<file path="src/rtl/psg_pkg.sv">
// Shared types and constants for the PSG bus controller.
// Bus codes are {bdir, bc1}.
package psg_pkg;

    typedef enum logic [1:0] {
        StIdle,
        StAddr,
        StData,
        StRestore
    } state_e;

    typedef enum logic {
        SrcCpu,
        SrcLd
    } src_e;

    typedef enum logic {
        KindAddr,
        KindData
    } kind_e;

    localparam logic [1:0] BusIdle = 2'b00;
    localparam logic [1:0] BusWr   = 2'b10;
    localparam logic [1:0] BusAddr = 2'b11;

    // Upper nibble that a CPU address write must carry to select a register.
    localparam logic [3:0] AddrMask = 4'b0000;

endpackage

</file>
<file path="src/rtl/psg_cpu_buf.sv">
// One-entry CPU request buffer with a sticky overrun flag.
// A pulse that cannot be accepted sets the overrun flag.
module psg_cpu_buf
    import psg_pkg::*;
(
    input  logic       clock,
    input  logic       reset,
    input  logic       cpu_aw_i,
    input  logic       cpu_dw_i,
    input  logic [7:0] cpu_d_i,
    input  logic       clr_i,
    output logic       valid_o,
    output logic       kind_o,
    output logic [7:0] data_o,
    output logic       ovr_o
);

    logic       valid_q, valid_d;
    kind_e      kind_q, kind_d;
    logic [7:0] data_q, data_d;
    logic       ovr_q, ovr_d;

    always_comb begin
        valid_d = valid_q;
        kind_d  = kind_q;
        data_d  = data_q;
        ovr_d   = ovr_q;
        if (clr_i) begin
            valid_d = 1'b0;
        end
        // A pulse landing on the clear edge still sees an occupied buffer.
        if (valid_q) begin
            if (cpu_aw_i || cpu_dw_i) begin
                ovr_d = 1'b1;
            end
        end else if (cpu_aw_i) begin
            valid_d = 1'b1;
            kind_d  = KindAddr;
            data_d  = cpu_d_i;
            if (cpu_dw_i) begin
                ovr_d = 1'b1;
            end
        end else if (cpu_dw_i) begin
            valid_d = 1'b1;
            kind_d  = KindData;
            data_d  = cpu_d_i;
        end
    end

    always_ff @(posedge clock or negedge reset) begin
        if (!reset) begin
            valid_q <= 1'b0;
            kind_q  <= KindAddr;
            data_q  <= 8'h00;
            ovr_q   <= 1'b0;
        end else begin
            valid_q <= valid_d;
            kind_q  <= kind_d;
            data_q  <= data_d;
            ovr_q   <= ovr_d;
        end
    end

    assign valid_o = valid_q;
    assign kind_o  = kind_q;
    assign data_o  = data_q;
    assign ovr_o   = ovr_q;

endmodule

</file>
<file path="src/rtl/psg_bus_ctrl.sv">
// Sequences CPU and loader accesses onto the PSG bdir/bc1/d port, qualified by ce.
// Loader writes are followed by a RESTORE of the CPU-selected register address.
module psg_bus_ctrl
    import psg_pkg::*;
(
    input  logic       clock,
    input  logic       reset,
    input  logic       ce_i,
    input  logic       cpu_aw_i,
    input  logic       cpu_dw_i,
    input  logic [7:0] cpu_d_i,
    output logic       cpu_busy_o,
    output logic       cpu_rd_ok_o,
    output logic       cpu_ovr_o,
    input  logic       ld_req_i,
    input  logic [3:0] ld_addr_i,
    input  logic [7:0] ld_data_i,
    output logic       ld_ack_o,
    output logic       psg_bdir_o,
    output logic       psg_bc1_o,
    output logic [7:0] psg_d_o
);

    state_e     state_q, state_d;
    src_e       src_q, src_d;
    logic [3:0] ld_addr_q, ld_addr_d;
    logic [7:0] ld_data_q, ld_data_d;
    logic [3:0] shadow_q, shadow_d;
    logic       ack_q, ack_d;
    logic [1:0] bus_q, bus_d;
    logic [7:0] d_q, d_d;

    logic       buf_valid;
    logic       buf_kind;
    logic [7:0] buf_data;
    logic       buf_clr;

    psg_cpu_buf u_cpu_buf (
        .clock   (clock),
        .reset   (reset),
        .cpu_aw_i(cpu_aw_i),
        .cpu_dw_i(cpu_dw_i),
        .cpu_d_i (cpu_d_i),
        .clr_i   (buf_clr),
        .valid_o (buf_valid),
        .kind_o  (buf_kind),
        .data_o  (buf_data),
        .ovr_o   (cpu_ovr_o)
    );

    always_comb begin
        state_d   = state_q;
        src_d     = src_q;
        ld_addr_d = ld_addr_q;
        ld_data_d = ld_data_q;
        shadow_d  = shadow_q;
        ack_d     = 1'b0;
        buf_clr   = 1'b0;

        unique case (state_q)
            StIdle: begin
                if (buf_valid) begin
                    src_d   = SrcCpu;
                    state_d = (buf_kind == KindData) ? StData : StAddr;
                end else if (ld_req_i) begin
                    src_d     = SrcLd;
                    ld_addr_d = ld_addr_i;
                    ld_data_d = ld_data_i;
                    state_d   = StAddr;
                end
            end
            StAddr: begin
                if (ce_i) begin
                    if (src_q == SrcCpu) begin
                        buf_clr = 1'b1;
                        state_d = StIdle;
                        if (buf_data[7:4] == AddrMask) begin
                            shadow_d = buf_data[3:0];
                        end
                    end else begin
                        state_d = StData;
                    end
                end
            end
            StData: begin
                if (ce_i) begin
                    if (src_q == SrcCpu) begin
                        buf_clr = 1'b1;
                        state_d = StIdle;
                    end else begin
                        ack_d   = 1'b1;
                        state_d = StRestore;
                    end
                end
            end
            StRestore: begin
                if (ce_i) begin
                    state_d = StIdle;
                end
            end
            default: state_d = StIdle;
        endcase
    end

    // Bus outputs are decoded from the next state so they are registered with it.
    always_comb begin
        bus_d = BusIdle;
        d_d   = 8'h00;
        unique case (state_d)
            StIdle: begin
                bus_d = BusIdle;
                d_d   = 8'h00;
            end
            StAddr: begin
                bus_d = BusAddr;
                d_d   = (src_d == SrcCpu) ? buf_data : {4'b0000, ld_addr_d};
            end
            StData: begin
                bus_d = BusWr;
                d_d   = (src_d == SrcCpu) ? buf_data : ld_data_d;
            end
            StRestore: begin
                bus_d = BusAddr;
                d_d   = {4'b0000, shadow_d};
            end
            default: begin
                bus_d = BusIdle;
                d_d   = 8'h00;
            end
        endcase
    end

    always_ff @(posedge clock or negedge reset) begin
        if (!reset) begin
            state_q   <= StIdle;
            src_q     <= SrcCpu;
            ld_addr_q <= 4'h0;
            ld_data_q <= 8'h00;
            shadow_q  <= 4'h0;
            ack_q     <= 1'b0;
            bus_q     <= BusIdle;
            d_q       <= 8'h00;
        end else begin
            state_q   <= state_d;
            src_q     <= src_d;
            ld_addr_q <= ld_addr_d;
            ld_data_q <= ld_data_d;
            shadow_q  <= shadow_d;
            ack_q     <= ack_d;
            bus_q     <= bus_d;
            d_q       <= d_d;
        end
    end

    assign psg_bdir_o  = bus_q[1];
    assign psg_bc1_o   = bus_q[0];
    assign psg_d_o     = d_q;
    assign ld_ack_o    = ack_q;
    assign cpu_busy_o  = buf_valid;
    assign cpu_rd_ok_o = (state_q == StIdle) && !buf_valid;

endmodule

</file>
<file path="config.mk">
export PLATFORM = sky130hd
export DESIGN_NAME = psg_bus_ctrl
export DESIGN_NICKNAME = d
export VERILOG_FILES = /design/src/rtl/psg_pkg.sv /design/src/rtl/psg_cpu_buf.sv /design/src/rtl/psg_bus_ctrl.sv
export SDC_FILE = /design/constraint.sdc
export NUM_CORES = 1
export LEC_CHECK = 0
export CELL_PAD_IN_SITES_DETAIL_PLACEMENT = 0
export CELL_PAD_IN_SITES_GLOBAL_PLACEMENT = 1
export CORE_ASPECT_RATIO = 0.75
export CORE_MARGIN = 10
export CORE_UTILIZATION = 40
export DETAILED_ROUTE_END_ITERATION = 10
export MAX_ROUTING_LAYER = met4
export PLACE_DENSITY = 0.82
export SLEW_MARGIN = 20
export SYNTH_ARGS = -nofsm -noshare
export SYNTH_HDL_FRONTEND = slang
export SYNTH_HIERARCHICAL = 1
export SYNTH_SLANG_ARGS = --single-unit
</file>
<file path="constraint.sdc">
create_clock -name clock -period 2.8 [get_ports clock]
set_clock_uncertainty 0.1 [all_clocks]
set_input_delay 0.56 -clock clock [delete_from_list [all_inputs] [get_ports clock]]
set_output_delay 0.56 -clock clock [all_outputs]
set_load 0.03 [all_outputs]
</file>
==> results.yml, run 1 <==
placed_design:
  gp_congestion: 0.7842
  portBuffers: 39
  place_area_mm2: 0.002431
  hpwlAfterDp_mm: 3.178
hold_path:
  hold_class: "in2async"
power_and_ir_drop:
  seqPwrFrac_pct: 35.9
  p_total_uw: 2915
  p_sw_share_pct: 39.44
  ir_worst_vdd_mv: 0.5194
  p_int_uw: 1765
  p_per_area_mw_per_mm2: 1157
  clkPwrFrac_pct: 13.5
  p_switching_uw: 1150
  leakage_uw: 0.001105
  comb_power_share_pct: 50.6
timing:
  max-slew-margin-rel_pct: 41.01
  rsz0062_at_grt: "no"
  worst_pin_slew_ns: 0.8848
  fmaxAchievable_mhz: 373.9
  setup_viol: 0
  hold_violations: 0
  finalCriticalPeriod_ns: 2.674
  period_share_pct: 95.51
  final-max-slew-violation-count: 0
  fin_hold_ws_ns: 0.2774
  fin_setup_tns_ns: 0
synthesis:
  synth_xor_area_share_pct: 0.4439
  syn-num-nets: 198
  seq_area_frac_synth_pct: 52.00
  netlist_instances: 167
  synth_compound_area_share_pct: 11.22
  synth_area_mm2: 0.001973
  synth-seq-cells: 41
  synth.distinct_cells: 35
  yosysWarnings: 6
  synth_top_family_by_area: "multiplexers"
  avgSynthCellArea_um2: 11.82
  yosys.area_share.simple_pct: 12.37
  synthMuxAreaShare_pct: 17.82
  synth_fa_ha_area_share_pct: 3.171
routing:
  top_layer: "met4"
  met3_length_um: 199
  drt_iter0_drc: 44
  dr.pass1.iters: 4
  wl_per_cell_um: 16.24
  vias: 1386
  via_per_inst: 5.114
  wl_met1_mm: 2.276
  route.met2.wl_mm: 1.873
  route.detailed.drc: 0
  wl_mm: 4.402
  antenna_left: 0
floorplan:
  die_w_um: 101.1
  core_mm2: 0.004845
  initial_core_util_pct: 40.73
  die_height_um: 80.83
  io_pins: 40
  rows: 22
  fp.dieArea_mm2: 0.008171
worst_setup_path:
  arrival_ns: 2.01
  cp_slowest_stage_delay_ns: 0.68
  end_kind: "output pin"
  path_cells: "inv_1 > ha_2 > nor2b_1 > clkdlybuf4s50_1"
  rr_worst_depth: 8
  crit_required_ns: 2.14
  worstSetupPathType: "reg2out"
  slowest_stage: "clkdlybuf4s50_1"
  critPathMaxFanout: 9
  crit_path_start_kind: "flip-flop"
clock_tree:
  root_buffer: "clkbuf_8"
  cts_hold_buffers: 0
  clkSinkCount: 41
  clk_path_buf_depth: 2
  h-tree-depth: 2
  clk_pin_slew_ns: 0.08
  numCtsBuffers: 5
  clock_latency_ns: 0.30
  cts_resized: 0
  post_cts_buffers: 0
  cts_tree: "yes"
cells_and_area:
  antenna_cells: 0
  final_nets: 242
  final_common_cell: "dfrtp_1"
  layout_common_cells: "dfrtp_1, clkdlybuf4s50_1, mux2_2"
  drive_above_1_share_pct: 19.91
  finalInstanceArea_mm2: 0.002520
  area_delta_synth_final_pct: 27.71
grt:
  grt_max_degree: 42
  overflow: 0
  grt_pass1_wl_mm: 7.286
  grt_use_total_pct: 11.62
  grt_pass1_vias: 1459
  antenna_found_initial: 0
job:
  max-cap-violations: 0
status:
  status: "complete, no violations"
## registers in the layout, summed over array words and instances (netlist names)
| name | cells |
|---|---|
| bus_q | 2 |
| ld_ack_o | 1 |
| ld_addr_q | 4 |
| ld_data_q | 8 |
| psg_d_o | 8 |
| shadow_q | 4 |
| src_q | 1 |
| state_q | 2 |
| u_cpu_buf/data_o | 8 |
| u_cpu_buf/kind_o | 1 |
| u_cpu_buf/ovr_o | 1 |
| u_cpu_buf/valid_o | 1 |
## layer usage
layer	up-vias	GRT usage, %
li1	681	-
met1	667	15.63
met2	30	16.39
met3	8	3.308
met4	0	3.750
met5	-	-
## final cells by class
cell class / count / area, µm²
multi-input combinational: 112 / 890.9
tap: 60 / 75.07
timing repair buffer: 42 / 407.9
fill: 444 / 2325
clock buffer: 7 / 86.33
sequential: 41 / 1026
inverter: 9 / 33.78
## synth_stat cells
| master | number | area share [%] |
|---|---|---|
| inv_1 | 8 | 1.5 |
| nor3_1 | 5 | 1.3 |
| o21bai_4 | 1 | 0.95 |
| nor4b_1 | 1 | 0.44 |
| a2bb2oi_1 | 1 | 0.44 |
| and3_2 | 1 | 0.38 |
| o31ai_1 | 1 | 0.38 |
| a21oi_1 | 3 | 0.76 |
| nand3b_1 | 6 | 2.3 |
| nand3_1 | 4 | 1.0 |
| or4_1 | 1 | 0.38 |
| a22oi_1 | 2 | 0.76 |
| nand2b_1 | 2 | 0.63 |
| mux2i_1 | 7 | 3.6 |
| buf_2 | 5 | 1.3 |
| and2b_2 | 1 | 0.44 |
| o221a_1 | 1 | 0.57 |
| nand2_1 | 13 | 2.5 |
| xnor2_1 | 1 | 0.44 |
| mux2_2 | 25 | 14 |
| or2b_1 | 1 | 0.38 |
| a31oi_1 | 4 | 1.3 |
| o21bai_1 | 5 | 1.9 |
| and3b_2 | 1 | 0.51 |
| o2111ai_1 | 3 | 1.3 |
| ha_1 | 5 | 3.2 |
| nor2b_1 | 2 | 0.63 |
| o21ai_0 | 3 | 0.76 |
| o211ai_1 | 1 | 0.38 |
| nor2_1 | 8 | 1.5 |
| inv_2 | 1 | 0.19 |
| dfrtp_1 | 41 | 52 |
| a21o_1 | 1 | 0.38 |
| a31o_4 | 1 | 0.89 |
| a211o_1 | 1 | 0.44 |
## power by group through the flow
stage / clock network [µW] / logic [µW] / registers, µW
3_5_place_dp: 0 / 1470 / 1050
6_report: 394 / 1480 / 1050
3_3_place_gp: 0 / 1450 / 1050
5_1_grt: 432 / 1630 / 1090
4_1_cts: 400 / 1480 / 1050
2_1_floorplan: 0 / 966 / 1120
## through the flow
stage,util [%],cells,worst slack (ns)
2_1_floorplan,-,167,0.7080
3_3_place_gp,50.18,264,0.2527
3_5_place_dp,50.18,264,0.2407
4_1_cts,51.96,271,0.05144
5_1_grt,52.01,271,0.002979
6_report,52.01,271,0.1257
## path summary, 6_finish.rpt
check	slack, ns	end	from
max	0.13	cpu_rd_ok_o	state_q[0]
min	0.28	ld_ack_o	reset
max reg2reg	0.44	psg_d_o[3]	state_q[0]
min reg2reg	0.38	u_cpu_buf/ovr_o	u_cpu_buf/ovr_o
max in group asynchronous	1.76	ld_data_q[0]	reset
min in group clock	0.38	u_cpu_buf/ovr_o	u_cpu_buf/ovr_o
## critical path, delay by kind of cell (launching register included)
kind          cells  cell delay, ns
flops             1            0.43
simple gates      1            0.15
buf+inv           2            0.83
fa+ha+maj         1            0.30
## cells by family (layout without fill, tap and decap cells)
group | after synthesis | after routing
AOI/OAI and AO/OA | 28 | 28
muxes | 32 | 32
buffers and inverters | 14 | 58
adders and majority gates | 5 | 5
and+or+nand+nor | 46 | 46
xor gates and xnor gates | 1 | 1
DFF | 41 | 41
Power figures use the tool's default switching activity.
==> inputs of run 2 (changes only) <==
--- a/config.mk
+++ b/config.mk
@@ -14,5 +14,5 @@
 export MAX_ROUTING_LAYER = met4
 export PLACE_DENSITY = 0.82
-export SLEW_MARGIN = 20
+export SLEW_MARGIN = 30
 export SYNTH_ARGS = -nofsm -noshare
 export SYNTH_HDL_FRONTEND = slang
--- a/constraint.sdc
+++ b/constraint.sdc
@@ -3,3 +3,3 @@
 set_input_delay 0.56 -clock clock [delete_from_list [all_inputs] [get_ports clock]]
 set_output_delay 0.56 -clock clock [all_outputs]
-set_load 0.03 [all_outputs]
+set_load 0.01 [all_outputs]
==> run 2 against run 1 <==
  * Die area did not move
  * Clock-buffer cell count did not move
  * Cell area did not move
  * Flip-flop and latch count did not move
  * Core utilization did not move
  * Critical path depth did not move
  * Critical endpoint unchanged
  * First-iteration DRC count fell by 14%
  * Combinational power fell by 7%
==> results.yml, run 2 (synthesis results as in run 1) <==
cells_and_area:
  final_nets: 242
  finish.utilization_pct: 52.01
  layout_common_cells: "dfrtp_1, clkdlybuf4s50_1, mux2_2"
  drive_above_1_share_pct: 19.43
  area_delta_synth_final_pct: 27.71
  multi_input_area_um2: 888.4
  antenna_cells: 0
  fill_cells: 444
  seq_area_mm2: 0.001026
  final_common_cell: "dfrtp_1"
  finalNonFillerCells: 271
clock_tree:
  clk_pin_slew_ns: 0.08
  cts_hold_buffers: 0
  root_buffer: "clkbuf_8"
  cts_resized: 0
  clkSinkCount: 41
  clock_latency_ns: 0.30
  cts_tree: "yes"
  h-tree-depth: 2
  post_cts_buffers: 0
  clk_path_buf_depth: 2
  numCtsBuffers: 5
placed_design:
  hpwlAfterDp_mm: 3.178
  placedCellCount: 264
  gp_congestion: 0.7842
  portBuffers: 39
  dp_slack_ns: 0.2407
worst_setup_path:
  cp_top_family: "buffers and inverters"
  worstReg2RegEnd: "psg_d_o[3]"
  crit_required_ns: 2.14
  crit_path_start_kind: "flip-flop"
  end_kind: "output pin"
  r2r_start: "state_q[0]"
  path_cells: "inv_1 > ha_1 > nor2b_1 > clkdlybuf4s50_1"
  rrSetupSlack_ns: 0.36
  cp_slowest_stage_delay_ns: 0.54
  timing.critical_path.buf_inv: 2
  critPathMaxFanout: 9
  worstSetupPathType: "reg2out"
  slowest_stage: "clkdlybuf4s50_1"
  arrival_ns: 1.96
  rr_worst_depth: 8
timing:
  period_share_pct: 93.62
  worst_pin_slew_ns: 0.5074
  fin_setup_tns_ns: 0
  max-slew-margin-rel_pct: 66.17
  fmaxAchievable_mhz: 381.5
  finalCriticalPeriod_ns: 2.621
  final-max-slew-violation-count: 0
  setup_viol: 0
  hold_violations: 0
  fin_hold_ws_ns: 0.1242
  rsz0062_at_grt: "no"
  finalWorstSetupSlack_ns: 0.1786
power_and_ir_drop:
  p_per_area_mw_per_mm2: 1115
  ir_worst_vdd_mv: 0.4775
  leakage_uw: 0.001107
routing:
  wl_met1_mm: 2.272
  met3_length_um: 199
  antenna_left: 0
  vias: 1386
  via_per_inst: 5.114
  wl_mm: 4.392
  dr.pass1.iters: 4
  route.detailed.drc: 0
  route.met2.wl_mm: 1.867
  wl_per_cell_um: 16.21
  drt_iter0_drc: 38
  top_layer: "met4"
grt:
  antenna_found_initial: 0
  grt_pass1_wl_mm: 7.286
  grt_max_degree: 42
  overflow: 0
  grt_use_total_pct: 11.62
  grt_pass1_vias: 1459
hold_path:
  hold_class: "in2async"
floorplan:
  rows: 22
  core_mm2: 0.004845
  fp.dieArea_mm2: 0.008171
  die_w_um: 101.1
  initial_core_util_pct: 40.73
  die_height_um: 80.83
  io_pins: 40
status:
  status: "complete, no violations"
job:
  max-cap-violations: 0
[run 2: area by class of cell]
cell class | count | share of cell area (%)
multi-input cells | 112 | 35.25
clock buffers | 7 | 3.426
repair buffers | 42 | 16.29
flip-flops and latches | 41 | 40.71
well taps | 60 | 2.979
inverters | 9 | 1.341
[run 2: stage by stage]
step | area, µm² | total power (µW)
3_5_place_dp | 2431 | 2427
3_3_place_gp | 2431 | 2402
2_1_floorplan | 1973 | 1982
6_report | 2520 | 2809
5_1_grt | 2520 | 3043
4_1_cts | 2517 | 2828
[run 2: worst max path at each step]
stage / startpoint / endpoint / slack (ns) / depth (start not counted)
CTS: state_q[0] / cpu_rd_ok_o / 0.19 / 4
global placement: ce_i / psg_d_o[0] / 0.25 / 6
finish: state_q[0] / cpu_rd_ok_o / 0.18 / 4
floorplan: state_q[0] / psg_d_o[2] / 0.71 / 10
detailed placement: ce_i / psg_d_o[1] / 0.24 / 6
global route: state_q[1] / cpu_rd_ok_o / 0.04 / 4
[run 2: routing by layer]
metal  vias up  track usage, %
li1        681               -
met5         -               -
met2        30           16.39
met4         0           3.750
met1       667           15.63
met3         8           3.308
[run 2: worst register-to-register path: cells and delay by family, from the launching register on]
| kind | cells | cell delay [ns] |
|---|---|---|
| adder cells (fa/ha/maj) | 1 | 0.37 |
| buffers and inverters | 2 | 0.48 |
| flip-flops | 1 | 0.43 |
| AO/OA/AOI/OAI | 2 | 0.34 |
| multiplexers | 3 | 0.61 |
[run 2: power breakdown]
part	switching (µW)	internal (µW)	total [µW]
logic	667	702	1370
clock network	198	196	394
registers	181	865	1050
total	1050	1760	2810
==> inputs of run 3 (changes only) <==
CTS_CLUSTER_SIZE = 28   (was unset)
SKIP_CTS_REPAIR_TIMING = 1   (was unset)
==> results of run 3 <==
The final DEF is identical to that of run 2; final timing and power are the same.
